<file path="config.mk">
export PLATFORM = sky130hd
export DESIGN_NAME = fifo_wr_ingress_flat
export DESIGN_NICKNAME = d
export VERILOG_FILES = /design/src/rtl/fifo_wr_ingress_if.sv /design/src/rtl/fifo_wr_ingress.sv /design/src/flat_wrapper.sv
export SDC_FILE = /design/constraint.sdc
export NUM_CORES = 1
export LEC_CHECK = 0
export CAP_MARGIN = 5
export CELL_PAD_IN_SITES_DETAIL_PLACEMENT = 0
export CELL_PAD_IN_SITES_GLOBAL_PLACEMENT = 1
export CORE_ASPECT_RATIO = 1.5
export CORE_MARGIN = 3
export CORE_UTILIZATION = 39
export CTS_CLUSTER_SIZE = 12
export DETAILED_ROUTE_END_ITERATION = 16
export GPL_TIMING_DRIVEN = 0
export PLACE_DENSITY = 0.8
export SYNTH_ARGS = -nofsm -noshare
export SYNTH_HDL_FRONTEND = slang
export SYNTH_SLANG_ARGS = --single-unit
export TNS_END_PERCENT = 20
</file>
<file path="constraint.sdc">
create_clock -name wr_clk -period 2.8 [get_ports wr_clk]
set_input_delay 0.56 -clock wr_clk [delete_from_list [all_inputs] [get_ports wr_clk]]
set_output_delay 0.56 -clock wr_clk [all_outputs]
set_load 0.03 [all_outputs]
</file>
<file path="src/rtl/fifo_wr_ingress_if.sv">
// fifo_wr_ingress_if: valid/ready producer stream into the FIFO write ingress.
//   s_valid  producer word valid
//   s_data   producer word
//   s_ready  ingress can accept a word this cycle
interface fifo_wr_ingress_if #(
    parameter int DATA_SIZE = 8
);
    logic                 s_valid;
    logic [DATA_SIZE-1:0] s_data;
    logic                 s_ready;

    modport master (output s_valid, output s_data, input s_ready);
    modport slave  (input s_valid, input s_data, output s_ready);
endinterface

</file>
<file path="src/rtl/fifo_wr_ingress.sv">
// fifo_wr_ingress: write-side ingress of the async FIFO; skid-buffers a valid/ready
// stream into the wr_inc/wr_data strobe and reports write-domain fill level.
//   wr_clk, wr_rst   write clock, asynchronous active-low reset
//   s                producer stream (slave modport)
//   wr_full          registered full flag from the write-pointer stage
//   wr_ptr           registered gray write pointer
//   wr_q2_rptr       gray read pointer synchronized into wr_clk
//   wr_inc, wr_data  write strobe and word to memory
//   wr_level         registered occupancy, wr_almost_full registered level >= AF_THRESH
//   wr_ptr_err       sticky flag for a pointer distance beyond the FIFO depth
module fifo_wr_ingress #(
    parameter int DATA_SIZE = 8,
    parameter int ADDR_SIZE = 4,
    parameter int AF_THRESH = 12
) (
    input  logic                   wr_clk,
    input  logic                   wr_rst,
    fifo_wr_ingress_if.slave       s,
    input  logic                   wr_full,
    input  logic [ADDR_SIZE:0]     wr_ptr,
    input  logic [ADDR_SIZE:0]     wr_q2_rptr,
    output logic                   wr_inc,
    output logic [DATA_SIZE-1:0]   wr_data,
    output logic [ADDR_SIZE:0]     wr_level,
    output logic                   wr_almost_full,
    output logic                   wr_ptr_err
);
    localparam int PTR_W = ADDR_SIZE + 1;
    localparam logic [PTR_W-1:0] DEPTH = PTR_W'(2 ** ADDR_SIZE);
    localparam logic [PTR_W-1:0] AF    = PTR_W'(AF_THRESH);

    typedef enum logic [1:0] {EMPTY, ONE, TWO} state_t;

    state_t               state_q, state_d;
    logic [DATA_SIZE-1:0] head_q, head_d, skid_q, skid_d;
    logic                 ready_q, ready_d;
    logic [PTR_W-1:0]     level_q, level_d;
    logic                 af_q, af_d, err_q, err_d;
    logic                 accept, pop;
    logic [PTR_W-1:0]     diff;

    function automatic logic [PTR_W-1:0] gray2bin(input logic [PTR_W-1:0] g);
        logic [PTR_W-1:0] b;
        b = g;
        for (int i = PTR_W - 2; i >= 0; i--) b[i] = b[i+1] ^ g[i];
        return b;
    endfunction

    assign accept = s.s_valid & ready_q;
    assign pop    = (state_q != EMPTY) & ~wr_full;

    always_comb begin
        state_d = state_q;
        head_d  = head_q;
        skid_d  = skid_q;
        unique case (state_q)
            EMPTY: if (accept) begin
                state_d = ONE;
                head_d  = s.s_data;
            end
            ONE: if (accept & pop) begin
                head_d  = s.s_data;
            end else if (accept) begin
                state_d = TWO;
                skid_d  = s.s_data;
            end else if (pop) begin
                state_d = EMPTY;
            end
            TWO: if (pop) begin
                state_d = ONE;
                head_d  = skid_q;
            end
            default: state_d = EMPTY;
        endcase
        ready_d = state_d != TWO;
    end

    // Modular subtraction keeps the distance correct across pointer wrap.
    always_comb begin
        diff    = gray2bin(wr_ptr) - gray2bin(wr_q2_rptr);
        level_d = diff;
        af_d    = diff >= AF;
        err_d   = err_q | (diff > DEPTH);
    end

    always_ff @(posedge wr_clk or negedge wr_rst) begin
        if (!wr_rst) begin
            state_q <= EMPTY;
            head_q  <= '0;
            skid_q  <= '0;
            ready_q <= 1'b0;
            level_q <= '0;
            af_q    <= 1'b0;
            err_q   <= 1'b0;
        end else begin
            state_q <= state_d;
            head_q  <= head_d;
            skid_q  <= skid_d;
            ready_q <= ready_d;
            level_q <= level_d;
            af_q    <= af_d;
            err_q   <= err_d;
        end
    end

    assign s.s_ready      = ready_q;
    assign wr_inc         = pop;
    assign wr_data        = head_q;
    assign wr_level       = level_q;
    assign wr_almost_full = af_q;
    assign wr_ptr_err     = err_q;
endmodule

</file>
<file path="src/flat_wrapper.sv">
// flat-port wrapper written by rule: the top's interface ports become plain ports
module fifo_wr_ingress_flat 
#(
    parameter int DATA_SIZE = 8,
    parameter int ADDR_SIZE = 4,
    parameter int AF_THRESH = 12
)
  (wr_clk, wr_rst, wr_full, wr_ptr, wr_q2_rptr, wr_inc, wr_data, wr_level, wr_almost_full, wr_ptr_err, s_s_valid, s_s_data, s_s_ready);
  fifo_wr_ingress_if #(.DATA_SIZE(DATA_SIZE)) s_i ();
  input  logic wr_clk;
  input  logic wr_rst;
  input  logic wr_full;
  input  logic [ADDR_SIZE:0] wr_ptr;
  input  logic [ADDR_SIZE:0] wr_q2_rptr;
  output logic wr_inc;
  output logic [DATA_SIZE-1:0] wr_data;
  output logic [ADDR_SIZE:0] wr_level;
  output logic wr_almost_full;
  output logic wr_ptr_err;
  input wire logic [$bits(s_i.s_valid)-1:0] s_s_valid;
  input wire logic [$bits(s_i.s_data)-1:0] s_s_data;
  output wire logic [$bits(s_i.s_ready)-1:0] s_s_ready;
  assign s_i.s_valid = s_s_valid;
  assign s_i.s_data = s_s_data;
  assign s_s_ready = s_i.s_ready;
  fifo_wr_ingress #(.DATA_SIZE(DATA_SIZE), .ADDR_SIZE(ADDR_SIZE), .AF_THRESH(AF_THRESH)) u_core (.wr_clk(wr_clk), .wr_rst(wr_rst), .s(s_i), .wr_full(wr_full), .wr_ptr(wr_ptr), .wr_q2_rptr(wr_q2_rptr), .wr_inc(wr_inc), .wr_data(wr_data), .wr_level(wr_level), .wr_almost_full(wr_almost_full), .wr_ptr_err(wr_ptr_err));
endmodule
</file>
== Word level (Yosys, flattened, before mapping) ==
Cells that the tools add are included.

* Register bits after elaboration: 26
* Input port bits: 22
* Output and inout port bits: 17

* $add $sub $neg: 1
* $lt $le $gt $ge: 2
* Eq/ne operators: 6
* Muxes and demuxes: 10
* Bitwise logic cells: 14
* Reductions and logical operators: 5

{| class="wikitable"
|+ Operators with widths
! kind !! count
|-
| $mux 8 || 3
|-
| $pmux 8 s3 || 1
|-
| $mux 2 || 5
|-
| $xor 1x1->1 || 8
|-
| $ne 2x1->1 const B || 3
|-
| $pmux 2 s3 || 1
|-
| $ge 5x4->1 const B || 1
|-
| $gt 5x5->1 const B || 1
|-
| $sub 5x5->5 || 1
|-
| $reduce_and 4->1 || 1
|-
| $and 1x1->1 || 3
|-
| $reduce_and 3->1 || 1
|-
| $reduce_bool 3->1 || 1
|-
| $eq 2x1->1 const B || 1
|-
| $eq 2x2->1 const B || 1
|-
| $logic_not 2->1 || 1
|-
| $ne 2x2->1 const B || 1
|-
| $not 1->1 || 2
|-
| $reduce_bool 2->1 || 1
|-
| $or 1x1->1 || 1
|}

== Longest topological paths before layout ==
Gate-level depths: netlist of the first run.

* Depth after elaboration: 7
* Gate-level depth with buffers: 11
* Gate-level depth less buffers: 11

== Least setup slack after synthesis of the first run ==
Ideal clock, no wire load.

* Path type: input -> register
* From: input wr_ptr[4]
* To: register u_core.err_q, in the netlist u_core.wr_ptr_err
* Setup time: 0.121 ns
* Arrival: 2.777 ns
* Data required time: 2.679 ns
* Path slack: -0.098 ns
* Stages on the path: 10
* Path buffers: 0
* Cell sequence: xor2_1 > xor2_1 > xor2_1 > xnor2_1 > ha_1 > inv_1 > fa_1 > xor2_1 > or4_1 > o22a_1

* Word-level cells in the longest chain between the ends: 7

{| class="wikitable"
|+ RTL lines
! item !! RTL line !! text
|-
| start: declaration || flat_wrapper.sv:13 || <nowiki>input logic [ADDR_SIZE:0] wr_ptr;</nowiki>
|-
| $xor 1x1->1 (*) (2 in a row) || fifo_wr_ingress.sv:45 || <nowiki>for (int i = PTR_W - 2; i >= 0; i--) b[i] = b[i+1] ^ g[i];</nowiki>
|-
| $xor 1x1->1 (2 in a row) || fifo_wr_ingress.sv:45 ||
|-
| $sub 5x5->5 (*) || fifo_wr_ingress.sv:80 || <nowiki>diff = gray2bin(wr_ptr) - gray2bin(wr_q2_rptr);</nowiki>
|-
| net u_core.diff[2] || fifo_wr_ingress.sv:40 || <nowiki>logic [PTR_W-1:0] diff;</nowiki>
|-
| $gt 5x5->1 (*) || fifo_wr_ingress.sv:83 || <nowiki>err_d = err_q | (diff > DEPTH);</nowiki>
|-
| $or 1x1->1 (*) || fifo_wr_ingress.sv:83 ||
|-
| net u_core.err_d || fifo_wr_ingress.sv:38 || <nowiki>logic af_q, af_d, err_q, err_d;</nowiki>
|-
| end signal: assignment || fifo_wr_ingress.sv:102 || <nowiki>err_q <= err_d;</nowiki>
|-
| end: declaration || fifo_wr_ingress.sv:38 ||
|}

The timed path passes the listed nets; every way through them passes the cells marked *.
A chain may end at the register's enable or synchronous reset.

== Worst setup path after layout of the first run ==
* From: input wr_q2_rptr[4]
* To: register u_core.err_q, in the netlist u_core.wr_ptr_err

* Word-level cells in the longest chain between the ends: 7

{| class="wikitable"
|+ RTL lines
! item !! RTL line !! text
|-
| start: declaration || flat_wrapper.sv:14 || <nowiki>input logic [ADDR_SIZE:0] wr_q2_rptr;</nowiki>
|-
| $xor 1x1->1 (*) (3 in a row) || fifo_wr_ingress.sv:45 ||
|-
| $xor 1x1->1 || fifo_wr_ingress.sv:45 ||
|-
| $sub 5x5->5 (*) || fifo_wr_ingress.sv:80 ||
|-
| net u_core.diff[1] || fifo_wr_ingress.sv:40 ||
|-
| $gt 5x5->1 (*) || fifo_wr_ingress.sv:83 ||
|-
| $or 1x1->1 (*) || fifo_wr_ingress.sv:83 ||
|-
| net u_core.err_d || fifo_wr_ingress.sv:38 ||
|}

Marked as above.

==> impl_results.md, run 1 <==
- Mapped cell area: around 1300 µm²
- Routed vias/inst: ~5.0
- Worst slew margin: between 60% and 70%
- Post-Syn Area per Cell: between 10 and 15 µm²
- # setup viols final: 0
- First-pass GRT wire length: 4270 µm
- DP HPWL: around 1800 µm
- Critical path fanouts, max: 2
- Pwr/cell area: approximately 970 nW/µm²
- Worst-path clk slew: 0.09 ns
- Yosys top cell area share: 50.7%
- Grt ovf: 0
- Crit end category: flop
- TritonCTS Sinks: 26
- Pre-CTS setup slack: -0.811 ns
- Area growth from synthesis to layout: 50.2%
- I/O Buffers: 38
- Routed WL: 2620 µm
- CP Class: in2reg
- Clk Latency, worst-skew pair: around 0.27 ns
- Most frequent cells in the layout: clkdlybuf4s50_1, dfrtp_1, mux2_2
- Initial antenna violation count: 0
- Hold Path Class: reg2reg
- Hold-fix buffers, CTS: 0
- Synth Warn #: 0
- CTS tree: done
- Worst path depth: 10
- Longest Clk Path Bufs: 2
- Pwr Total: 1.88 mW
- GPL Wtd Cong: approximately 0.66
- Layout filler cell count: ~240
- Final worst path period share: 97.0%
- Worst hold stages: 1
- Top Ports: 39
- CP arrival: 2.87 ns
- Number of buffer and inverter stages on the critical path: 2
- Antenna Nets Post-Route: 0
- CP top delay family: XOR/XNOR gates
- Most used cell, CP: xor2_2
- FF-to-FF path depth: 5
- Rows: 24
- Die X: approximately 53 µm
- Share of cells above drive strength 1: between 30% and 40%
- #FFs+latches synth: 26
- WL/cell: ~14 µm
- Cell Chain, Critical Path: clkbuf_2 > xnor2_2 > xor2_2 > xor2_2 > xnor2_1 > ha_2 > inv_2 > fa_2 > or4_1 > o22a_1
- Outcome: finished clean
- Largest net degree at the start of global routing: 27
- DR pass1 iterations: 4
- Vias in the first global route: approximately 1,000
- Multi-input logic area: a little under 700 µm²
- Worst Skew: about 0.0050 ns
- Fmax: 368 MHz
- Final worst slack: 0.0827 ns
- Area of the core: 3030 µm²
- H-tree Lvls: 1
- Cells after Synth: 94
- Worst-margin pin slew: roughly 0.59 ns
- Most area-hungry cell type in the Yosys netlist: dfrtp_1
- DRC violations left: 0
- Register area: 651 µm²
- Max Cap Viol: 0
- Leakage power: around 0.83 nW
- Clock root cell: clkbuf_8
- Layout net count: 173
- Seq/Total Area, Yosys: roughly half
- Critical Path RT: between 2 and 3 ns
- Slowest stage cell, crit path: or4_1
- DIE AREA: around 4000 µm²
- TritonCTS buffer count: 3
- Initial Utilization: 42.3%
- Min Clock Period, post-route: around 2.7 ns
- Top cells by area, synth: dfrtp_1, mux2_2, xnor2_1, xor2_1, ha_1
- Worst IR Drop VDD: roughly 0.45 mV
- GRT Total Usage: about 14%
- Post-synth cell types: 25
- Commonest non-fill, non-tap cell in the layout: clkdlybuf4s50_1
- Startpoint types: primary input
- Syn nets: between 100 and 150
- Crit-path max cell delay: between 0.5 and 0.6 ns
- Total number of vias: 926
- Die height: 76.3 µm
- Initial DRC Count: 12
- Final Max Slew Viols: 0
- Hold Vio Cnt, Final: 0
- Ant. Diodes: 0
==> cells by family after synthesis <==
kind of cell	synth area share, %
flip-flops	50.7
multiplexers	21.1
XOR/XNOR	8.19
AND/OR/NAND/NOR	5.36
AO/OA/AOI/OAI	7.41
adder cells (fa/ha/maj)	5.46
buffers and inverters	1.85
==> sequential cells by signal, indices dropped and copies added (netlist names) <==
name                   count
u_core.s.s_ready           1
u_core.wr_data             8
u_core.skid_q              8
u_core.wr_level            5
u_core.state_q             2
u_core.wr_ptr_err          1
u_core.wr_almost_full      1
==> area by class of cell <==
| cell class | count | share of cell area [%] |
|---|---|---|
| multi-input combinational | 64 | 35.2 |
| sequential | 26 | 33.7 |
| timing repair buffer | 47 | 23.6 |
| tap | 39 | 2.53 |
| clock buffer | 3 | 2.14 |
| clock inverter | 1 | 1.56 |
| buffer | 2 | 0.844 |
| inverter | 2 | 0.389 |
==> per-layer routing <==
layer | up-vias | GRT usage, % | part of all wire, %
met5 | - | 0 | 0
met4 | 0 | 6.91 | 3.0
met3 | 6 | 2.54 | 6.7
met2 | 35 | 26.6 | 55
met1 | 459 | 14.1 | 35
li1 | 426 | - | -
==> per-stage QoR <==
step	TNS, ns	cells	util (%)	cell area [µm²]	hold slack [ns]
after floorplan	-0.0287	94	-	1320	0.264
after global placement	-2.61	171	57.5	1740	0.482
after detailed placement	-2.70	171	57.5	1740	0.493
after CTS	0	179	61.8	1870	0.513
after global routing	-0.00565	184	63.6	1930	0.521
final	0	184	63.6	1930	0.509
==> worst paths after layout <==
| check | start | to | slack [ns] |
|---|---|---|---|
| max | wr_q2_rptr[4] | u_core.wr_ptr_err | 0.08 |
| max in group asynchronous | wr_rst | u_core.s.s_ready | 1.74 |
| min | u_core.wr_data[4] | u_core.wr_data[4] | 0.51 |
| max reg2reg | u_core.state_q[1] | u_core.wr_data[5] | 0.86 |
| min in group asynchronous | wr_rst | u_core.state_q[1] | 0.61 |
| min reg2reg | u_core.wr_data[4] | u_core.wr_data[4] | 0.51 |
==> synth_stat cells (all sizes together) <==
master,n
o21ai,1
dfrtp,26
a21oi,1
or4,1
o21a,1
inv,2
and3,1
and2,1
a31oi,2
a21o,4
nand3,1
xor2,6
a311oi,1
nand2,2
nor3,1
xnor2,6
buf,2
fa,1
ha,4
o22a,1
nor2,3
nor2b,2
mux2,24
==> what timing repair did <==
| item | CTS | global route |
|---|---|---|
| endpoints found under the setup margin | 3 | 2 |
| pin swaps | 8 | 12 |
| setup buffers | 4 | 4 |
| gates resized for setup | 10 | 12 |
==> power breakdown <==
group	switching [mW]	leakage [nW]	internal (mW)	total, mW
sequential	0.0835	0.302	0.547	0.631
clock	0.112	0.0357	0.191	0.303
combinational	0.474	0.491	0.471	0.945
==> worst register-to-register path: stages (launching register included) <==
cell and delay, ns:
dfrtp_1 0.42, nor2b_1 0.16, buf_6 0.15, nor2b_4 0.14, a311oi_4 0.56, mux2_2 0.40
No activity file was read; power rests on OpenSTA's default activity.
==> inputs of run 2 (changes only) <==
- SKIP_LAST_GASP: default -> 1
==> results of run 2 <==
Same layout as run 1: the final DEF is identical, and so are final timing and power.
==> inputs of run 3 (changes only) <==
- CORE_UTILIZATION: 39 -> 38
- PLACE_DENSITY: 0.8 -> 0.88
==> run 3 against run 2 <==
  * Final cell count did not move
  * Critical path depth rose by 3
  * Flip-flop and latch count is the same
  * Maximum frequency increased by 1.4%
  * Worst setup slack better by 0.037 ns
  * Global-route usage decreased by 0.54 points
  * Clock-buffer cell count stayed put
  * Register-to-register slack gained 0.02 ns
  * Highest routed layer unchanged
==> impl_results.md, run 3 (same netlist as run 1, synthesis figures left out) <==
- TritonCTS buffer count: 3 (unchanged)
- Max Cap Viol: 0 (unchanged)
- Die X: 53.5 µm (+1.2%)
- Clock root cell: clkbuf_8
- Cell Area, Placed: 1750 µm² (about the same)
- Finished Layout Cells: 184 (unchanged)
- DR pass1 iterations: 4 (unchanged)
- Pwr/cell area: 941 nW/µm² (-3.5%)
- Layout filler cell count: 272 (+12%)
- Area of the core: 3190 µm² (+5.2%)
- Top Ports: 39 (unchanged)
- Critical path fanouts, max: 3 (+1)
- DRC violations left: 0 (unchanged)
- Outcome: finished clean
- Ant. Diodes: 0 (unchanged)
- GPL Wtd Cong: 0.673 (+1.9%)
- Most frequent cells in the layout: clkdlybuf4s50_1, dfrtp_1, mux2_2
- Routed vias/inst: 4.96 (-1.5%)
- Hold Path Class: reg2reg
- GRT Total Usage: 13.7% (-0.54 points)
- Leakage power: 0.804 nW (-3.0%)
- TritonCTS Sinks: 26 (unchanged)
- Final worst path period share: 95.7% (-1.3 points)
- Largest net degree at the start of global routing: 27 (unchanged)
- Startpoint types: primary input
- Initial DRC Count: 19 (+7)
- # setup viols final: 0 (unchanged)
- Routed WL: 2640 µm (+0.76%)
- CP arrival: 2.84 ns (-0.03 ns)
- Antenna Nets Post-Route: 0 (unchanged)
- Critical Path RT: 2.96 ns (about the same)
- Cell Chain, Critical Path: buf_4 > xor2_4 > xor2_2 > xor2_2 > xnor2_1 > ha_2 > inv_2 > fa_2 > buf_4 > a21o_1 > a21oi_2 > xnor2_2 > o22a_1
- CP Class: in2reg
- Grt ovf: 0 (unchanged)
- Pwr Total: 1.80 mW (-4.4%)
- Worst Skew: 0.00122 ns (-0.00376 ns)
- Initial Utilization: 40.2% (-2.1 points)
- Vias in the first global route: 989 (-1.1%)
- Post-Place Cells: 172 (+0.58%)
- Area growth from synthesis to layout: 48.8%
- Clk Latency, worst-skew pair: 0.26 ns (about the same)
- Die height: 77.2 µm (+1.2%)
- Fin area: 1910 µm² (-0.91%)
- Hold-fix buffers, CTS: 0 (unchanged)
- Share of cells above drive strength 1: 39.6% (+1.7 points)
- Initial antenna violation count: 0 (unchanged)
- Worst slew margin: 24.8% (-36 points)
- Longest Clk Path Bufs: 2 (unchanged)
- Fin util: 59.9% (-3.7 points)
- DIE AREA: 4130 µm² (+2.4%)
- Commonest non-fill, non-tap cell in the layout: clkdlybuf4s50_1
- Worst IR Drop VDD: 0.537 mV (+19%)
- Slowest stage cell, crit path: fa_2
- Crit end category: flop
- Layout net count: 173 (unchanged)
- CP top delay family: XOR/XNOR gates
- Setup_tns: 0 ns (unchanged)
- Hold Vio Cnt, Final: 0 (unchanged)
- First-pass GRT wire length: 4240 µm (-0.82%)
- Worst-path clk slew: 0.08 ns (about the same)
- CTS tree: done
- H-tree Lvls: 1 (unchanged)
- I/O Buffers: 38 (unchanged)
- Min Clock Period, post-route: 2.68 ns (-0.0370 ns)
- Worst-margin pin slew: 1.12 ns (+0.534 ns)
- Final worst slack: 0.120 ns (+0.0370 ns)
- Number of buffer and inverter stages on the critical path: 3 (+1)
- Final Max Slew Viols: 0 (unchanged)
- Total number of vias: 912 (-1.5%)
- Fmax: 373 MHz (+1.4%)
- Pre-CTS setup slack: -0.878 ns (-0.0665 ns)
- Crit-path max cell delay: 0.36 ns (-0.17 ns)
- DP HPWL: 1940 µm (+6.4%)
- Rows: 25 (+4.2%)
- WL/cell: 14.3 µm (+0.76%)
- Hold Slack: 0.510 ns (+0.00154 ns)
## run 3: area by class of cell
type | count | area, µm² | share of cell area (%)
timing repair buffer | 47 | 440 | 23.1
clock buffer | 3 | 41.3 | 2.16
multi-input combinational | 64 | 704 | 36.9
inverter | 2 | 7.51 | 0.393
tap | 40 | 50.0 | 2.62
sequential | 26 | 651 | 34.1
buffer | 2 | 16.3 | 0.851
## run 3: per-layer routing
layer  GRT usage [%]  up-vias  wire length (µm)
li1                -      427                 -
met1            15.7      437               993
met2            23.3       42              1370
met3            2.33        6               199
met4            6.91        0                74
met5               0        -                 0
## run 3: path summary, 6_finish.rpt
kind	start	end	slack [ns]	cells past startpoint
max	wr_ptr[4]	u_core.wr_ptr_err	0.12	13
min	u_core.skid_q[6]	u_core.skid_q[6]	0.51	1
max reg2reg	u_core.state_q[1]	u_core.wr_data[3]	0.88	5
min reg2reg	u_core.skid_q[6]	u_core.skid_q[6]	0.51	1
max in group asynchronous	wr_rst	u_core.s.s_ready	1.23	1
min in group asynchronous	wr_rst	u_core.wr_data[1]	0.90	1
## run 3: where the power goes
group / internal [mW] / switching, mW / total (mW)
Clock: 0.0962 / 0.106 / 0.202
Sequential: 0.548 / 0.0862 / 0.634
Combinational: 0.481 / 0.479 / 0.961
Total: 1.13 / 0.672 / 1.80
## run 3: what timing repair did
action / CTS / global route
setup buffers: 7 / 2
resized for setup: 27 / 4
endpoints found under the setup margin: 4 / 2
endpoints found under the hold margin: 0 / 0
pin swaps: 12 / 12
